===== src/rtl/axis_video_coord_pipe.sv =====
// axis_video_coord_pipe: elastic AXI4-Stream video register pipeline that tags
// every beat with the raster coordinate (x, y) of its first pixel and raises
// sticky flags for lines that end early or run past active_width.
// Optional build macro: AXIS_COORD_FRAME_STATS_EN adds frame_count and
// line_count_last outputs.
module axis_video_coord_pipe #(
  parameter int DATA_W          = 64,
  parameter int PIXELS_PER_BEAT = 2,
  parameter int STAGES          = 2,
  parameter int COORD_W         = 12
) (
  input  logic               aclk,
  input  logic               aresetn,
  input  logic               aclken,
  input  logic               SW_RESET,
  input  logic [COORD_W-1:0] active_width,
  input  logic [DATA_W-1:0]  s_axis_video_tdata_in,
  input  logic               s_axis_video_tvalid_in,
  output logic               s_axis_video_tready_out,
  input  logic               s_axis_video_tuser_in,
  input  logic               s_axis_video_tlast_in,
  output logic [DATA_W-1:0]  s_axis_video_tdata_out,
  output logic               s_axis_video_tvalid_out,
  input  logic               s_axis_video_tready_in,
  output logic               s_axis_video_tuser_out,
  output logic               s_axis_video_tlast_out,
  output logic [COORD_W-1:0] x_out,
  output logic [COORD_W-1:0] y_out,
  output logic               err_eol_early,
  output logic               err_eol_late
`ifdef AXIS_COORD_FRAME_STATS_EN
  ,
  output logic [31:0]        frame_count,
  output logic [COORD_W-1:0] line_count_last
`endif
);

  localparam logic [COORD_W:0] PPB_EXT = (COORD_W+1)'(PIXELS_PER_BEAT);

  logic [STAGES-1:0]  vld;
  logic [STAGES-1:0]  user_q;
  logic [STAGES-1:0]  last_q;
  logic [DATA_W-1:0]  data_q [STAGES];
  logic [COORD_W-1:0] x_q    [STAGES];
  logic [COORD_W-1:0] y_q    [STAGES];

  // load[i]: stage i may capture this cycle (it is empty or its content moves on)
  logic [STAGES-1:0]  load;
  logic               full_from;
  logic               accept;

  logic [COORD_W-1:0] x_cnt;
  logic [COORD_W-1:0] y_cnt;
  logic [COORD_W-1:0] beat_x;
  logic [COORD_W-1:0] beat_y;
  logic [COORD_W:0]   x_end;
  logic               early_hit;
  logic               late_hit;

  // Ready chain: a stage can load unless it and every stage after it is full
  // and the downstream consumer is stalled. Expanded per stage to keep the
  // chain free of combinational self-reference.
  always_comb begin
    load      = '0;
    full_from = 1'b1;
    for (int i = 0; i < STAGES; i++) begin
      full_from = 1'b1;
      for (int j = i; j < STAGES; j++) begin
        full_from = full_from & vld[j];
      end
      load[i] = s_axis_video_tready_in | ~full_from;
    end
  end

  assign s_axis_video_tready_out = aresetn & aclken & ~SW_RESET & load[0];
  assign accept = s_axis_video_tvalid_in & s_axis_video_tready_out;

  // Coordinate of the beat being accepted; SOF forces the origin.
  always_comb begin
    beat_x    = s_axis_video_tuser_in ? '0 : x_cnt;
    beat_y    = s_axis_video_tuser_in ? '0 : y_cnt;
    x_end     = {1'b0, beat_x} + PPB_EXT;
    early_hit = (active_width != '0) && s_axis_video_tlast_in &&
                (x_end < {1'b0, active_width});
    late_hit  = (active_width != '0) && !s_axis_video_tlast_in &&
                (x_end >= {1'b0, active_width});
  end

  // Raster counters and sticky line-length error flags.
  always_ff @(posedge aclk or negedge aresetn) begin
    if (!aresetn) begin
      x_cnt         <= '0;
      y_cnt         <= '0;
      err_eol_early <= 1'b0;
      err_eol_late  <= 1'b0;
    end else if (aclken) begin
      if (SW_RESET) begin
        x_cnt         <= '0;
        y_cnt         <= '0;
        err_eol_early <= 1'b0;
        err_eol_late  <= 1'b0;
      end else if (accept) begin
        if (s_axis_video_tlast_in) begin
          x_cnt <= '0;
          y_cnt <= beat_y + COORD_W'(1);
        end else begin
          x_cnt <= x_end[COORD_W-1:0];
          y_cnt <= beat_y;
        end
        err_eol_early <= err_eol_early | early_hit;
        err_eol_late  <= err_eol_late  | late_hit;
      end
    end
  end

  // Elastic register slices: payload only captured alongside a valid beat so
  // held output never changes while the downstream stalls.
  always_ff @(posedge aclk or negedge aresetn) begin
    if (!aresetn) begin
      vld    <= '0;
      user_q <= '0;
      last_q <= '0;
      for (int i = 0; i < STAGES; i++) begin
        data_q[i] <= '0;
        x_q[i]    <= '0;
        y_q[i]    <= '0;
      end
    end else if (aclken) begin
      if (SW_RESET) begin
        vld <= '0;
      end else begin
        if (load[0]) begin
          vld[0] <= s_axis_video_tvalid_in;
          if (s_axis_video_tvalid_in) begin
            data_q[0] <= s_axis_video_tdata_in;
            user_q[0] <= s_axis_video_tuser_in;
            last_q[0] <= s_axis_video_tlast_in;
            x_q[0]    <= beat_x;
            y_q[0]    <= beat_y;
          end
        end
        for (int i = 1; i < STAGES; i++) begin
          if (load[i]) begin
            vld[i] <= vld[i-1];
            if (vld[i-1]) begin
              data_q[i] <= data_q[i-1];
              user_q[i] <= user_q[i-1];
              last_q[i] <= last_q[i-1];
              x_q[i]    <= x_q[i-1];
              y_q[i]    <= y_q[i-1];
            end
          end
        end
      end
    end
  end

  assign s_axis_video_tvalid_out = vld[STAGES-1];
  assign s_axis_video_tdata_out  = data_q[STAGES-1];
  assign s_axis_video_tuser_out  = user_q[STAGES-1];
  assign s_axis_video_tlast_out  = last_q[STAGES-1];
  assign x_out                   = x_q[STAGES-1];
  assign y_out                   = y_q[STAGES-1];

`ifdef AXIS_COORD_FRAME_STATS_EN
  // Frame statistics: count SOF beats and remember the line count they close.
  always_ff @(posedge aclk or negedge aresetn) begin
    if (!aresetn) begin
      frame_count     <= '0;
      line_count_last <= '0;
    end else if (aclken) begin
      if (SW_RESET) begin
        frame_count     <= '0;
        line_count_last <= '0;
      end else if (accept && s_axis_video_tuser_in) begin
        frame_count     <= frame_count + 32'd1;
        line_count_last <= y_cnt;
      end
    end
  end
`endif

endmodule


===== config.mk =====
export PLATFORM = sky130hd
export DESIGN_NAME = axis_video_coord_pipe
export DESIGN_NICKNAME = d
export VERILOG_FILES = /design/src/rtl/axis_video_coord_pipe.sv
export SDC_FILE = /design/constraint.sdc
export NUM_CORES = 1
export LEC_CHECK = 0
export ABC_AREA = 1
export BUFFER_PORTS_ARGS = -buffer_cell sky130_fd_sc_hd__buf_2
export CAP_MARGIN = 25
export CORE_ASPECT_RATIO = 1.75
export CORE_MARGIN = 4
export CORE_UTILIZATION = 35
export DETAILED_ROUTE_END_ITERATION = 16
export GPL_TIMING_DRIVEN = 0
export RECOVER_POWER = 100
export SLEW_MARGIN = 20
export SYNTH_ARGS = -nofsm -noshare
export SYNTH_HDL_FRONTEND = slang
export SYNTH_SLANG_ARGS = --single-unit

===== constraint.sdc =====
create_clock -name aclk -period 2.6 [get_ports aclk]
set_input_delay 0.39 -clock aclk [delete_from_list [all_inputs] [get_ports aclk]]
set_output_delay 0.39 -clock aclk [all_outputs]
set_load 0.005 [all_outputs]

==> out/summary.txt, run 1 <==
Overflow after GRT -> 0
F_max -> 0.409 GHz
DIE HEIGHT -> 225 um
Post-synth EDFFs -> 0
Vias/cell -> 4.64
Drt first pass iters -> 4
Critical setup path kind -> flip-flop to flip-flop
YS warnings -> 0
Placer congestion estimate -> 0.864
Outcome -> completed
Crit start category -> flip-flop
Post-route clock period utilization -> 94.1%
Most frequent cells in the layout -> 237 x nand2_1, 208 x dfrtp_1, 175 x o21ai_0
Ys flop type -> dfrtp_1
Die span in x -> 132 um
Synth cell types -> 37
Non-Filler Instances -> 1,581
Crit path DAT -> 2.84 ns
DRT iter0 DRCs -> 326
First-pass GRT wire length -> 38,600 um
N_diodes -> 0
Average cell area after synthesis -> 9.09 um^2
Final #Nets -> 1,342
Final Hold Violating Endpoints -> 0
Power per cell area -> 743 nW/um^2
Total CTS buffers -> 21
Largest net degree at the start of global routing -> 90
Async S/R FF share, synth -> 100%
Slowest-stage cell, CP -> dfrtp_1
CTS Buffer Depth -> 3
Max-cap viol count -> 0
Max VDD drop -> 0.000331 V
Slew at the pin with the worst max-slew slack -> 1.10 ns
Post-Route WL -> 24,100 um
Initial antenna violation count -> 0
Post-synth top area share -> 55.2%
# setup viols final -> 0
Crit path buffers/inverters -> 4
Crit path required time -> 2.99 ns
Dominant cells by area after synthesis -> dfrtp_1 55%, nand2_1 9.6%, o21ai_0 9.3%
H-tree levels -> 1
Share of the yosys chip area belonging to registers -> 55.2%
Yosys reg bits -> 208
Routed wire per std cell -> 15.2 um
Die area -> 29,700 um^2
HPWL Detailed -> 18,000 um
Critical path depth -> 20
Area Growth Syn to Fin -> 21.7%
Crit. End Element -> flip-flop
Register Area -> 5200 um^2
Overall routing resource usage -> 16.1%
CTS tree -> yes
Clk_lat worst skew -> 0.50 ns
CP cell instances -> inv_1, nor2_4, ha_4, nand2_1, nor2_2, nand3_2, nor2_4, nand2_2, o21bai_4, nand2_2, inv_2, ha_4, nand3_2, inv_1, a21oi_2, nand2_1, inv_1, nand3_1, nand2_1, a21oi_1
RSZ-0062 raised after global routing -> false
Clock sinks -> 208
Dominant cell type by area after synthesis -> dfrtp_1
CTS clk-pin slew, worst paths -> 0.06 ns
Worst R2R Path Depth -> 20
Relative slew slack -> 26.6%
Total number of vias -> 7,332
Pleak -> 5.85 nW
Final Slew Violations -> 0
Tmin final -> 2.45 ns
Number of cells after detailed placement -> 1,539
FP Rows -> 79
Remaining DRCs -> 0
Hold WS -> 0.0926 ns
Number of global-route vias before repair -> 7,544
Worst Hold Depth -> 3
Layout fillers -> 2,665
CP top delay family -> simple AND/OR/NAND/NOR gates
Crit Path Max Fanout -> 3
Most common cell after layout, fill and taps aside -> nand2_1
Skew final -> 0.0118 ns
IO Port Bufs -> 176
Syn_nets -> 1,135
Syn Inst Count -> 1,037
Initial core utilization -> 35.4%
Final setup TNS -> 0 ns
CORE AREA -> 26,600 um^2
Crit path largest cell delay -> 0.34 ns
HP Class -> input port to flip-flop
Syn Std Cell Area -> 9420 um^2
Layout cells sized above 1 -> 26.8%
CTS root buf -> clkbuf_16
IO Count -> 178
Post-route ant nets -> 0
Multi-input logic area -> 2920 um^2
-- worst register-to-register path: cells and delay by family (launching register included) --
| family | cells | cell delay, ns |
|---|---|---|
| AOI/OAI and AO/OA | 3 | 0.30 |
| and+or+nand+nor | 11 | 1.09 |
| DFF | 1 | 0.34 |
| adders and majority gates | 2 | 0.34 |
| buffers and inverters | 4 | 0.28 |
-- power breakdown --
group	switching, mW	internal [mW]
Sequential	0.229	3.76
Combinational	0.777	0.848
Clock	1.23	1.67
Total	2.24	6.28
-- synth_stat cells (all sizes together), types with 3 or more instances --
cell / instances
nor3: 5
nand4: 14
a21oi: 8
inv: 140
o22ai: 9
nand3: 21
nor2: 31
buf: 113
ha: 14
mux2: 18
xnor2: 3
dfrtp: 208
o21ai: 177
nand2: 244
clkbuf: 16
xor2: 6
-- routing by layer --
layer	global-route usage (%)	routed length (um)
met4	8.21	1140
met3	1.72	806
met1	18.2	9310
met2	29.8	12800
met5	0	0
-- through the flow --
stage          area [um^2]  power, mW  worst slack, ns  util (%)
3_5_place_dp         10800       5.78           -0.525      40.6
6_report             11500       8.52            0.152      43.1
4_1_cts              11500       8.75           0.0181      43.3
3_3_place_gp         10700       5.73            -3.14      40.3
2_1_floorplan         9440       5.01          0.00449         -
5_1_grt              11500       9.02          0.00792      43.1
-- worst paths after layout --
path / to / start / slack, ns
max in group asynchronous: data_q[82] / aresetn / 0.71
worst min register to register: s_axis_video_tdata_out[51] / s_axis_video_tdata_out[51] / 0.48
worst min-delay path: data_q[119] / s_axis_video_tdata_in[55] / 0.09
min in group asynchronous: s_axis_video_tdata_out[51] / aresetn / 0.41
worst max register to register: err_eol_late / x_cnt[1] / 0.15
worst max-delay path: err_eol_late / x_cnt[1] / 0.15
-- kinds of logic after synthesis --
| group | synth area share [%] |
|---|---|
| simple gates | 13.9 |
| compound gates | 11.2 |
| buf+inv | 14.8 |
| xor+xnor | 0.836 |
| fa+ha+maj | 1.86 |
| mux | 2.15 |
| flops | 55.2 |
-- what timing repair did --
action | CTS | global route
hold buffers | 1 | 0
hold endpoints to repair | 41 | 0
buffers inserted | 3 | 2
resized for setup | 7 | 13
endpoints found under the setup margin | 2 | 2
pin swaps | 6 | 6
-- sequential cells by signal, indices dropped and copies added, names as in the netlist --
name and count:
err_eol_early 1, x_out 12, user_q 2, last_q 2, x_q 12, s_axis_video_tdata_out 64, x_cnt 12, vld 2
err_eol_late 1, y_out 12, y_cnt 12, data_q 64, y_q 12
-- final cells by class --
| class | instances | share of cell area, % |
|---|---|---|
| Sequential cell | 208 | 45.4 |
| Multi-Input combinational cell | 559 | 25.4 |
| Timing Repair Buffer | 184 | 8.23 |
| Buffer | 129 | 7.14 |
| Clock buffer | 30 | 5.14 |
| Inverter | 141 | 4.63 |
| Tap cell | 324 | 3.53 |
| Clock inverter | 6 | 0.524 |
(Power assumes the default switching activity.)
==> run 2: changes to the inputs <==
- CORE_ASPECT_RATIO: 1.75 -> 0.8
==> out/summary.txt, run 2 (synthesis gave the netlist of run 1 again) <==
Final Power -> 9.20 mW (+8.0%)
IO Count -> 178 (unchanged)
Critical setup path kind -> flip-flop to flip-flop
Remaining DRCs -> 0 (unchanged)
Routed wire per std cell -> 14.7 um (-3.5%)
R2r endpoint -> err_eol_early
Busiest grt layer -> met2
Relative slew slack -> 26.2% (-0.36 points)
Placer congestion estimate -> 0.882 (+2.0%)
Most common cell after layout, fill and taps aside -> nand2_1
HPWL Detailed -> 17,000 um (-5.3%)
Final Slew Violations -> 0 (unchanged)
Power share of the combinational group -> 17.8% (-1.3 points)
# setup viols final -> 0 (unchanged)
H-tree levels -> 1 (unchanged)
Skew final -> 0.00805 ns (-0.00375 ns)
FP Rows -> 53 (-33%)
Post-route ant nets -> 0 (unchanged)
IO Port Bufs -> 176 (unchanged)
CTS clk-pin slew, worst paths -> 0.06 ns (about the same)
Drt first pass iters -> 5 (+1)
Clk_lat worst skew -> 0.50 ns (about the same)
Worst Hold Depth -> 3 (unchanged)
R2R setup slack -> 0.13 ns (-0.03 ns)
HP Class -> input port to flip-flop
Grt met2 use -> 24.1% (-5.6 points)
DRT iter0 DRCs -> 463 (+42%)
Max VDD drop -> 0.000422 V (+27%)
Final #Nets -> 1,346 (+0.30%)
Power per cell area -> 784 nW/um^2 (+5.5%)
Beginning of the worst register-to-register path -> x_cnt[2]
Final setup TNS -> 0 ns (unchanged)
Min-delay src -> s_axis_video_tdata_in[36]
CTS root buf -> clkbuf_16
Net Sw Frac -> 25.3% (-0.92 points)
Total CTS buffers -> 24 (+14%)
Layout fillers -> 2,697 (+1.2%)
Seq pwr share -> 43.5% (-3.4 points)
Crit start category -> flip-flop
N_diodes -> 0 (unchanged)
Initial antenna violation count -> 0 (unchanged)
Outcome -> completed
F_max -> 0.404 GHz (-1.1%)
Fin util -> 44.5% (+1.4 points)
Most frequent cells in the layout -> 240 x nand2_1, 208 x dfrtp_1, 175 x o21ai_0
Final Hold Violating Endpoints -> 0 (unchanged)
DIE HEIGHT -> 155 um (-31%)
Largest net degree at the start of global routing -> 96 (+6.7%)
Crit path DAT -> 2.90 ns (+0.06 ns)
Met1 usage -> 23.8% (+5.5 points)
Post-route clock period utilization -> 95.2% (+1.0 points)
P_int -> 6.87 mW (+9.3%)
Max-cap viol count -> 0 (unchanged)
Slew at the pin with the worst max-slew slack -> 1.11 ns (+0.00543 ns)
CTS Buffer Depth -> 3 (unchanged)
Clock network power share -> 38.7% (+4.6 points)
Post-Route WL -> 23,800 um (-1.0%)
Crit Path Max Fanout -> 3 (unchanged)
Die span in x -> 191 um (+45%)
Sw power -> 2.33 mW (+4.2%)
Crit. End Element -> flip-flop
Final worst slack -> 0.125 ns (-0.0270 ns)
Overflow after GRT -> 0 (unchanged)
Global Route met3 Usage -> 2.39% (+0.67 points)
Crit path required time -> 3.02 ns (+0.03 ns)
Vias/cell -> 4.51 (-2.7%)
Total number of vias -> 7,317 (-0.20%)
CTS tree -> yes
Die area -> 29,600 um^2 (-0.29%)
Clock sinks -> 208 (unchanged)
First-pass GRT wire length -> 38,300 um (-0.88%)
Tmin final -> 2.47 ns (+0.0270 ns)
CORE AREA -> 26,400 um^2 (-0.74%)
Initial core utilization -> 35.7% (+0.26 points)
Overall routing resource usage -> 15.8% (-0.33 points)
Pleak -> 5.97 nW (+1.9%)
Number of global-route vias before repair -> 7,296 (-3.3%)
Non-Filler Instances -> 1,622 (+2.6%)
Layout cells sized above 1 -> 27.6% (+0.78 points)
Hold Path End -> data_q[100]
Number of cells after detailed placement -> 1,572 (+2.1%)
Pre-CTS WS -> -0.467 ns (+0.0582 ns)
Area Growth Syn to Fin -> 24.6%
Worst R2R Path Depth -> 19 (-5.0%)
## run 2: cell count changes in the layout (fill, tap and decap cells not counted), sizes merged
cell | before | now
buf | 179 | 182
bufinv | 1 | 3
clkinv | 3 | 5
clkbuf | 163 | 164
## run 2: worst max path at each step
stage | from | end | slack, ns | cells past startpoint
global route | x_cnt[2] | err_eol_early | -0.03 | 19
global placement | aresetn | x_cnt[11] | -3.25 | 5
floorplan | s_axis_video_tuser_in | err_eol_late | 0.004 | 21
finish | x_cnt[2] | err_eol_early | 0.13 | 19
detailed placement | s_axis_video_tuser_in | err_eol_late | -0.47 | 21
CTS | x_cnt[2] | err_eol_late | 0.01 | 20
## run 2: critical path, cell delays in order, from the launching register on
cell,delay [ns]
dfrtp_1,0.38
inv_2,0.06
nor2_4,0.14
ha_4,0.15
nand2_2,0.07
nor2_4,0.12
nand3_2,0.10
nor2_2,0.12
nand2_1,0.09
o21bai_2,0.18
nand2_2,0.10
inv_2,0.08
ha_4,0.20
nand3_2,0.08
inv_1,0.05
a21oi_2,0.10
nand2_1,0.07
inv_2,0.06
nand4_1,0.09
a21oi_1,0.15
## run 2: per-stage QoR
step / hold WS [ns] / instance area, um^2
after floorplan: 0.0944 / 9440
final: 0.0956 / 11700
after global placement: 0.462 / 10800
after global routing: 0.0914 / 11700
after detailed placement: 0.259 / 10800
after CTS: 0.0731 / 11700
## run 2: final cells by class
| type | count | area, um^2 | area share [%] |
|---|---|---|---|
| Sequential cell | 208 | 5200 | 44.3 |
| Multi-Input combinational cell | 559 | 2900 | 24.7 |
| Timing Repair Buffer | 185 | 962 | 8.19 |
| Buffer | 129 | 837 | 7.13 |
| Clock buffer | 33 | 726 | 6.18 |
| Inverter | 141 | 533 | 4.54 |
| Tap cell | 357 | 447 | 3.80 |
| Clock inverter | 10 | 134 | 1.14 |
## run 2: power by group through the flow
stage	sequential, mW	combinational [mW]	clock (mW)
2_1_floorplan	3.99	1.02	0
3_3_place_gp	4.05	1.67	0
3_5_place_dp	4.06	1.71	0
4_1_cts	4.00	1.72	3.67
5_1_grt	4.06	1.86	3.79
6_report	4.00	1.64	3.56
## run 2: timing repair
item,CTS,global route
resized for setup,3,17
cloned,0,1
setup endpoints to repair,2,3
buffers inserted,1,4
pin swaps,1,8
hold buffers,1,0
hold endpoints to repair,25,0
## run 2: metal layers
layer  up-vias  routed length (um)  part of all wire (%)
li1       3620                   -                     -
met1      3481               11800                    50
met2       184               10200                    43
met3        32                1330                   5.6
met4         0                 453                   1.9
met5         -                   0                     0
